==> src/rtl/fetch_pkg.sv <==
// Shared widths, constants and the queue entry payload for the instruction-fetch stage.
package fetch_pkg;

    localparam int unsigned XLEN   = 32;
    localparam int unsigned INST_W = 32;

    localparam logic [XLEN-1:0] PC_STEP = 32'd4;

    typedef struct packed {
        logic [INST_W-1:0] inst;
        logic [XLEN-1:0]   pc;
    } fetch_entry_t;

    // Clear the byte-offset bits so every fetch address is word aligned
    function automatic logic [XLEN-1:0] word_align(input logic [XLEN-1:0] addr);
        return addr & ~XLEN'(3);
    endfunction

endpackage

==> src/rtl/fetch_queue.sv <==
// Circular FIFO of fetched instructions with synchronous flush; head is a read of the
// entry at the read pointer.
module fetch_queue
    import fetch_pkg::*;
#(
    parameter  int unsigned QDEPTH = 4,
    localparam int unsigned AW     = $clog2(QDEPTH),
    localparam int unsigned CW     = AW + 1
) (
    input  logic         clk,
    input  logic         rst,
    input  logic         push,
    input  fetch_entry_t push_entry,
    input  logic         pop,
    input  logic         flush,
    output fetch_entry_t head_c,
    output logic [CW-1:0] count
);

    fetch_entry_t    mem [QDEPTH];
    logic [AW-1:0]   wr_ptr;
    logic [AW-1:0]   rd_ptr;

    always_ff @(posedge clk or posedge rst) begin
        if (rst) begin
            wr_ptr <= '0;
            rd_ptr <= '0;
            count  <= '0;
            for (int unsigned i = 0; i < QDEPTH; i++) begin
                mem[i] <= '0;
            end
        end else if (flush) begin
            wr_ptr <= '0;
            rd_ptr <= '0;
            count  <= '0;
        end else begin
            if (push) begin
                mem[wr_ptr] <= push_entry;
                wr_ptr      <= wr_ptr + AW'(1);
            end
            if (pop) begin
                rd_ptr <= rd_ptr + AW'(1);
            end
            count <= count + CW'(push) - CW'(pop);
        end
    end

    assign head_c = mem[rd_ptr];

endmodule

==> src/rtl/fetch_unit.sv <==
// Instruction-fetch stage: PC generation, credit-limited memory requests, in-order
// response capture with redirect-time discard of stale responses, and decode handshake.
module fetch_unit
    import fetch_pkg::*;
#(
    parameter logic [XLEN-1:0] RESET_PC = 32'h0000_0000,
    parameter int unsigned     QDEPTH   = 4
) (
    input  logic              clk,
    input  logic              rst,
    output logic              imem_req_valid,
    input  logic              imem_req_ready,
    output logic [XLEN-1:0]   imem_req_addr,
    input  logic              imem_rsp_valid,
    input  logic [INST_W-1:0] imem_rsp_data,
    input  logic              redirect_valid,
    input  logic [XLEN-1:0]   redirect_pc,
    output logic              inst_valid,
    input  logic              inst_ready,
    output logic [INST_W-1:0] inst,
    output logic [XLEN-1:0]   inst_pc
);

    localparam int unsigned CW = $clog2(QDEPTH) + 1;
    localparam int unsigned SW = CW + 1;

    logic [XLEN-1:0] pc_q;
    logic [XLEN-1:0] rsp_pc_q;
    logic [CW-1:0]   outstanding;
    logic [CW-1:0]   drop_cnt;
    logic [CW-1:0]   q_count;

    logic            credit_c;
    logic            req_fire_c;
    logic            enq_c;
    logic            deq_c;
    fetch_entry_t    enq_entry_c;
    fetch_entry_t    head_c;

    // Every queued or in-flight instruction holds one queue slot, so responses never overflow
    assign credit_c       = (SW'(q_count) + SW'(outstanding)) < SW'(QDEPTH);
    assign imem_req_valid = !rst && credit_c && !redirect_valid;
    assign imem_req_addr  = pc_q;
    assign req_fire_c     = imem_req_valid && imem_req_ready;

    assign enq_c          = imem_rsp_valid && !redirect_valid && (drop_cnt == '0);
    assign enq_entry_c    = '{inst: imem_rsp_data, pc: rsp_pc_q};

    assign inst_valid     = (q_count != '0) && !redirect_valid;
    assign deq_c          = inst_valid && inst_ready;
    assign inst           = head_c.inst;
    assign inst_pc        = head_c.pc;

    always_ff @(posedge clk or posedge rst) begin
        if (rst) begin
            pc_q        <= RESET_PC;
            rsp_pc_q    <= RESET_PC;
            outstanding <= '0;
            drop_cnt    <= '0;
        end else begin
            outstanding <= outstanding + CW'(req_fire_c) - CW'(imem_rsp_valid);
            if (redirect_valid) begin
                // Everything still in flight belongs to the abandoned path
                pc_q     <= word_align(redirect_pc);
                rsp_pc_q <= word_align(redirect_pc);
                drop_cnt <= outstanding - CW'(imem_rsp_valid);
            end else begin
                if (req_fire_c) begin
                    pc_q <= pc_q + PC_STEP;
                end
                if (enq_c) begin
                    rsp_pc_q <= rsp_pc_q + PC_STEP;
                end
                if (imem_rsp_valid && (drop_cnt != '0)) begin
                    drop_cnt <= drop_cnt - CW'(1);
                end
            end
        end
    end

    fetch_queue #(
        .QDEPTH (QDEPTH)
    ) u_queue (
        .clk        (clk),
        .rst        (rst),
        .push       (enq_c),
        .push_entry (enq_entry_c),
        .pop        (deq_c),
        .flush      (redirect_valid),
        .head_c     (head_c),
        .count      (q_count)
    );

    rsp_needs_request: assert property (
        @(posedge clk) disable iff (rst) imem_rsp_valid |-> (outstanding != '0)
    );

endmodule

==> config.mk <==
export PLATFORM = sky130hd
export DESIGN_NAME = fetch_unit
export DESIGN_NICKNAME = d
export VERILOG_FILES = /design/src/rtl/fetch_pkg.sv /design/src/rtl/fetch_queue.sv /design/src/rtl/fetch_unit.sv
export SDC_FILE = /design/constraint.sdc
export NUM_CORES = 1
export LEC_CHECK = 0
export ABC_AREA = 1
export BUFFER_PORTS_ARGS = -buffer_cell sky130_fd_sc_hd__buf_2
export CAP_MARGIN = 10
export CORE_MARGIN = 4
export CORE_UTILIZATION = 45
export CTS_CLUSTER_DIAMETER = 40
export DETAILED_ROUTE_END_ITERATION = 12
export PLACE_DENSITY = 0.63
export SKIP_CTS_REPAIR_TIMING = 1
export SLEW_MARGIN = 20
export SYNTH_ARGS = -nofsm -noshare
export SYNTH_HDL_FRONTEND = slang
export SYNTH_SLANG_ARGS = --single-unit
==> constraint.sdc <==
create_clock -name clk -period 9.31 [get_ports clk]
set_clock_uncertainty 0.15 [all_clocks]
set_input_delay 0.931 -clock clk [delete_from_list [all_inputs] [get_ports clk]]
set_output_delay 0.931 -clock clk [all_outputs]
set_load 0.005 [all_outputs]
=== Word-level counts from Yosys, hierarchy flattened ===
Index checks and enable logic that the tools add are counted.

* Add/subtract/negate cells: 11
* Magnitude comparators: 4
* Mux-type cells: 17
* Bitwise gates (word level): 3
* Reduce and logical (&&, ||, !) cells: 19

{| class="wikitable"
|+ Operator list
! operator !! count
|-
| $bwmux W256 || 1
|-
| $mux W64 || 3
|-
| $bmux W64 S2 || 1
|-
| $demux W64 S2 || 1
|-
| $mux W32 || 4
|-
| $add A32 B3 Y32 const B || 2
|-
| $logic_and A1 B1 Y1 || 9
|-
| $mux W3 || 3
|-
| $sub A3 B1 Y3 || 3
|-
| $mux W2 || 4
|-
| $reduce_bool A2 Y1 || 4
|-
| $add A3 B1 Y3 || 2
|-
| $ge A3 B3 Y1 const B || 2
|-
| $not A2 Y3 || 2
|-
| $reduce_bool A3 Y1 || 2
|-
| $add A2 B1 Y2 const B || 2
|-
| $add A3 B3 Y4 || 1
|-
| $lt A4 B3 Y1 const B || 1
|-
| $logic_not A3 Y1 || 1
|-
| $lt A3 B1 Y1 const B || 1
|-
| $sub A3 B1 Y3 const B || 1
|-
| $logic_not A1 Y1 || 2
|-
| $reduce_and A2 Y1 || 1
|-
| $not A1 Y1 || 1
|}

* Bits in registers: 333
* Output and inout port bits: 98

=== Logic depth before layout (Yosys ltp) ===
* Depth after elaboration: 7
* Gate-level depth with buffers: 13
* Depth with buffers taken out: 11

=== Modules after synthesis ===
From an unflattened synthesis, not the netlist that was laid out.

* Cells, all modules: 2153
* Area, all modules: 16600.9 sq um

{| class="wikitable"
|+ Modules (own cells, without submodules)
! module !! times used !! cells an instance !! area each (sq um) !! sequential area each (sq um)
|-
| fetch_queue || 1 || 1429 || 11872.6 || 6581.3
|-
| fetch_unit || 1 || 724 || 4728.3 || 1651.6
|}

=== Least setup slack after synthesis ===
Ideal clock, no wire load.

* Kind: in2reg
* Start: input rst
* End: register outstanding[2]
* Setup time: 0.123 ns
* Arrival: 9.387 ns
* Required time: 9.037 ns
* Setup slack: -0.349 ns
* Stages: 11
* Path through: inv_1 -> nand2_2 -> nor3_4 -> nand2_1 -> buf_6 -> ha_1 -> inv_1 -> ha_1 -> inv_1 -> fa_1 -> xnor2_1

* Word-level cells in the longest chain between the ends: 6

{| class="wikitable"
|+ RTL lines
! what !! line !! RTL
|-
| start: declaration || fetch_unit.sv:10 || <nowiki>input logic rst,</nowiki>
|-
| $logic_not A1 Y1 (no line) || n/a ||
|-
| $logic_and A1 B1 Y1 (2 in series) || fetch_unit.sv:42 || <nowiki>assign imem_req_valid = !rst && credit_c && !redirect_valid;</nowiki>
|-
| net imem_req_valid || fetch_unit.sv:11 || <nowiki>output logic imem_req_valid,</nowiki>
|-
| $logic_and A1 B1 Y1 || fetch_unit.sv:44 || <nowiki>assign req_fire_c = imem_req_valid && imem_req_ready;</nowiki>
|-
| $add A3 B1 Y3 || fetch_unit.sv:61 || <nowiki>outstanding <= outstanding + CW'(req_fire_c) - CW'(imem_rsp_valid);</nowiki>
|-
| $sub A3 B1 Y3 || fetch_unit.sv:61 ||
|-
| end signal: assignment || fetch_unit.sv:61 ||
|-
| end: declaration || fetch_unit.sv:29 || <nowiki>logic [CW-1:0] outstanding;</nowiki>
|}

The timed path passes the listed nets, and every way through them passes these cells.
A chain may end at the register's enable or synchronous reset.

=== Final worst setup path ===
* Start: register u_queue.rd_ptr[1]
* End: output inst_pc[17]

* Word-level cells in the longest chain between the ends: 4

{| class="wikitable"
|+ RTL lines
! what !! line !! RTL
|-
| start: declaration || fetch_queue.sv:22 || <nowiki>logic [AW-1:0] rd_ptr;</nowiki>
|-
| start signal: assignment || fetch_queue.sv:42 || <nowiki>rd_ptr <= rd_ptr + AW'(1);</nowiki>
|-
| $not A2 Y3 (implied by the code) || fetch_queue.sv:48 || <nowiki>assign head_c = mem[rd_ptr];</nowiki>
|-
| $bmux W64 S2 || fetch_queue.sv:48 ||
|-
| $mux W64 (implied by the code) (2 in series) || fetch_queue.sv:48 ||
|-
| end: declaration || fetch_unit.sv:21 || <nowiki>output logic [XLEN-1:0] inst_pc</nowiki>
|}

No other way between the ends. The select of a mux whose other input is x is not followed.

==> run metrics <==
DRC viols 0; setup TNS 0 ps; post-DR vias/cell 5.32; worst setup path startpoint u_queue.rd_ptr[1]$_DFFE_PP0P_; Critical Path Sink Type output pin; HPWL Detailed 26000 um; die height 194 um; WL final 41700 um; Die X-Extent 194 um; Synth Instances 1943; vias 13600; initial antenna violation count 0; layout cell share with drive strength beyond 1 0.138; Yosys cell types 40; CTS Buf Count 50; syn avg cell area 8.03 um2; final number of hold-violating endpoints 0; Hold Path Depth 2; vias in the first global route 13300; WL per Instance 16.3 um; crit path DAT 3310 ps; WP data required 8230 ps; ANT cells 0; mapped cell area 15600 um2; slack of the worst reg-to-reg path 6470 ps; max-capacitance violation count 0; pin count of the biggest net entering global routing 109; total track usage 0.218; gp weighted congestion 0.872; Final Util 0.540; Leakage Power 8.98 nW; RR Endpoint outstanding[1]$_DFF_PP0_; initial DRC count 1080; Max VDD drop 0.000197 V; Core Region 33900 um2; Top Ports 168; YS warnings 0; Cell Count Post-Placement 2457; Fmax 228 MHz; CTS Sinks 321; RSZ-0062 raised after global routing no; Reg2Reg Depth 11; row count 67; ratio of final minimum period to clock period 0.472; Layout Nets 2149; Clock transition at path regs 50 ps; setup violators final 0; Rel. slew slack 0.262; flops & latches, synth 321; final total power 0.00527 W; Pre-antenna DRT Iters 7; Port Buf Inserts 161; first-pass GRT wire length 68800 um; ANT nets after route 0; PwrDens 288 nW/um2; critical path class reg -> out; Min-Delay Path Class reg -> reg; Hold Path Sink u_queue.mem[126]$_DFFE_PP0P_; Area Overhead vs Synth 17.3%; die area 37700 um2; TritonCTS clock tree done; Clock Root Buffer clkbuf_16; worst hold start u_queue.mem[126]$_DFFE_PP0P_; sequential area share after synthesis 0.515; worst hold slack 327 ps; fin crit period 4390 ps; CP Launch Type register; Clock Path Buffers 3; Slew @ Worst Pin 1110 ps; H-tree lvl count 2; final std cells w/o fill 2551; Final Max Slew Viols 0; CP Max Fanout 65; launching point of the worst reg2reg path outstanding[1]$_DFF_PP0_; overflow left after global routing 0; status finished, final reports clean; Clock Latency Late Sink 560 ps; initial core utilization 0.461
[worst max path at each step]
stage	end	slack, ps	depth (start not counted)
floorplan	outstanding[2]$_DFF_PP0_	1890	11
global placement	outstanding[2]$_DFF_PP0_	5230	11
detailed placement	outstanding[2]$_DFF_PP0_	5160	11
CTS	inst_pc[17]	4880	6
global route	inst_pc[11]	4720	5
finish	inst_pc[17]	4920	6
[placed cells by master (no fill, tap or decap), drive strengths merged, types with 2 or more instances in the layout]
master,count
nor3,17
clkinv,10
nand4,9
ha,16
o22ai,62
fa,2
nand3,79
buf,174
o221ai,2
xnor2,9
nor2,204
dfrtp,321
xor2,11
bufinv,4
clkbuf,68
nand2,490
o211ai,15
conb,4
a21oi,14
nand3b,5
inv,161
clkinvlp,4
o21ai,416
[layer usage]
layer  vias to the layer above  track usage  share of wire
met4                         0       0.0635          0.023
met3                        79       0.0328          0.054
li1                       6623            -              -
met1                      6485        0.305           0.46
met2                       386        0.356           0.46
met5                         -            0              0
[sequential cells by signal, indices dropped and copies added (netlist names)]
signal,flops
u_queue.mem,248
rsp_pc_q,30
u_queue.rd_ptr,2
u_queue.count,3
drop_cnt,3
imem_req_addr,30
u_queue.wr_ptr,2
outstanding,3
[final cells by class]
| type | count | area [um2] |
|---|---|---|
| clock inverters | 26 | 323 |
| repair buffers | 174 | 907 |
| flip-flops and latches | 321 | 8040 |
| fillers | 3154 | 15600 |
| clock buffers | 68 | 1430 |
| inverters | 153 | 592 |
| well taps | 448 | 561 |
| multi-input cells | 1361 | 6450 |
[cell families (layout without fill, tap and decap cells)]
group / count (synthesis) / after routing / share of synthesized area
compound gates: 514 / 514 / 0.174
xor+xnor: 20 / 20 / 0.0112
fa+ha+maj: 18 / 18 / 0.0154
buf+inv: 264 / 421 / 0.0735
flops: 321 / 321 / 0.515
other cells: 1 / 4 / 0.000240
simple gates: 805 / 805 / 0.211
[critical path: stages (launching register included)]
cell	delay, ps
dfrtp_2	340
buf_4	590
clkinv_1	680
buf_4	520
o21ai_0	190
o22ai_1	170
buf_2	160
[where the power goes]
group / total (W) / switching, W / internal (W)
combinational: 0.00139 / 0.000839 / 0.000549
sequential: 0.00196 / 0.000232 / 0.00173
clock: 0.00192 / 0.000708 / 0.00121
[synthesized netlist by cell type, drive strengths merged]
library cell  instances  area (um2)
o22ai                62         388
o311ai                1        8.76
o211ai               15         113
o21bai                1        7.51
nor2                204         801
fa                    2        40.0
clkbuf               64         240
nand2               490        1870
clkinv                2        17.5
nor3b                 1        7.51
buf                  47         319
nand4                 9        56.3
nand3b                5        37.5
a21oi                14        70.1
dfrtp               321        8030
ha                   16         200
o221ai                2        17.5
conb                  1        3.75
xnor2                 9        78.8
o21ai               416        2080
inv                 151         569
a31oi                 1        6.26
a22oi                 1        7.51
nor3                 17         111
nand3                79         410
xor2                 11        96.3
o21a                  1        7.51
[through the flow]
step,setup slack [ps],area [um2]
finish,4920,18300
global route,4720,18300
CTS,4880,18300
detailed placement,5160,16500
global placement,5230,16500
floorplan,1890,15600
(Power assumes the default switching activity.)
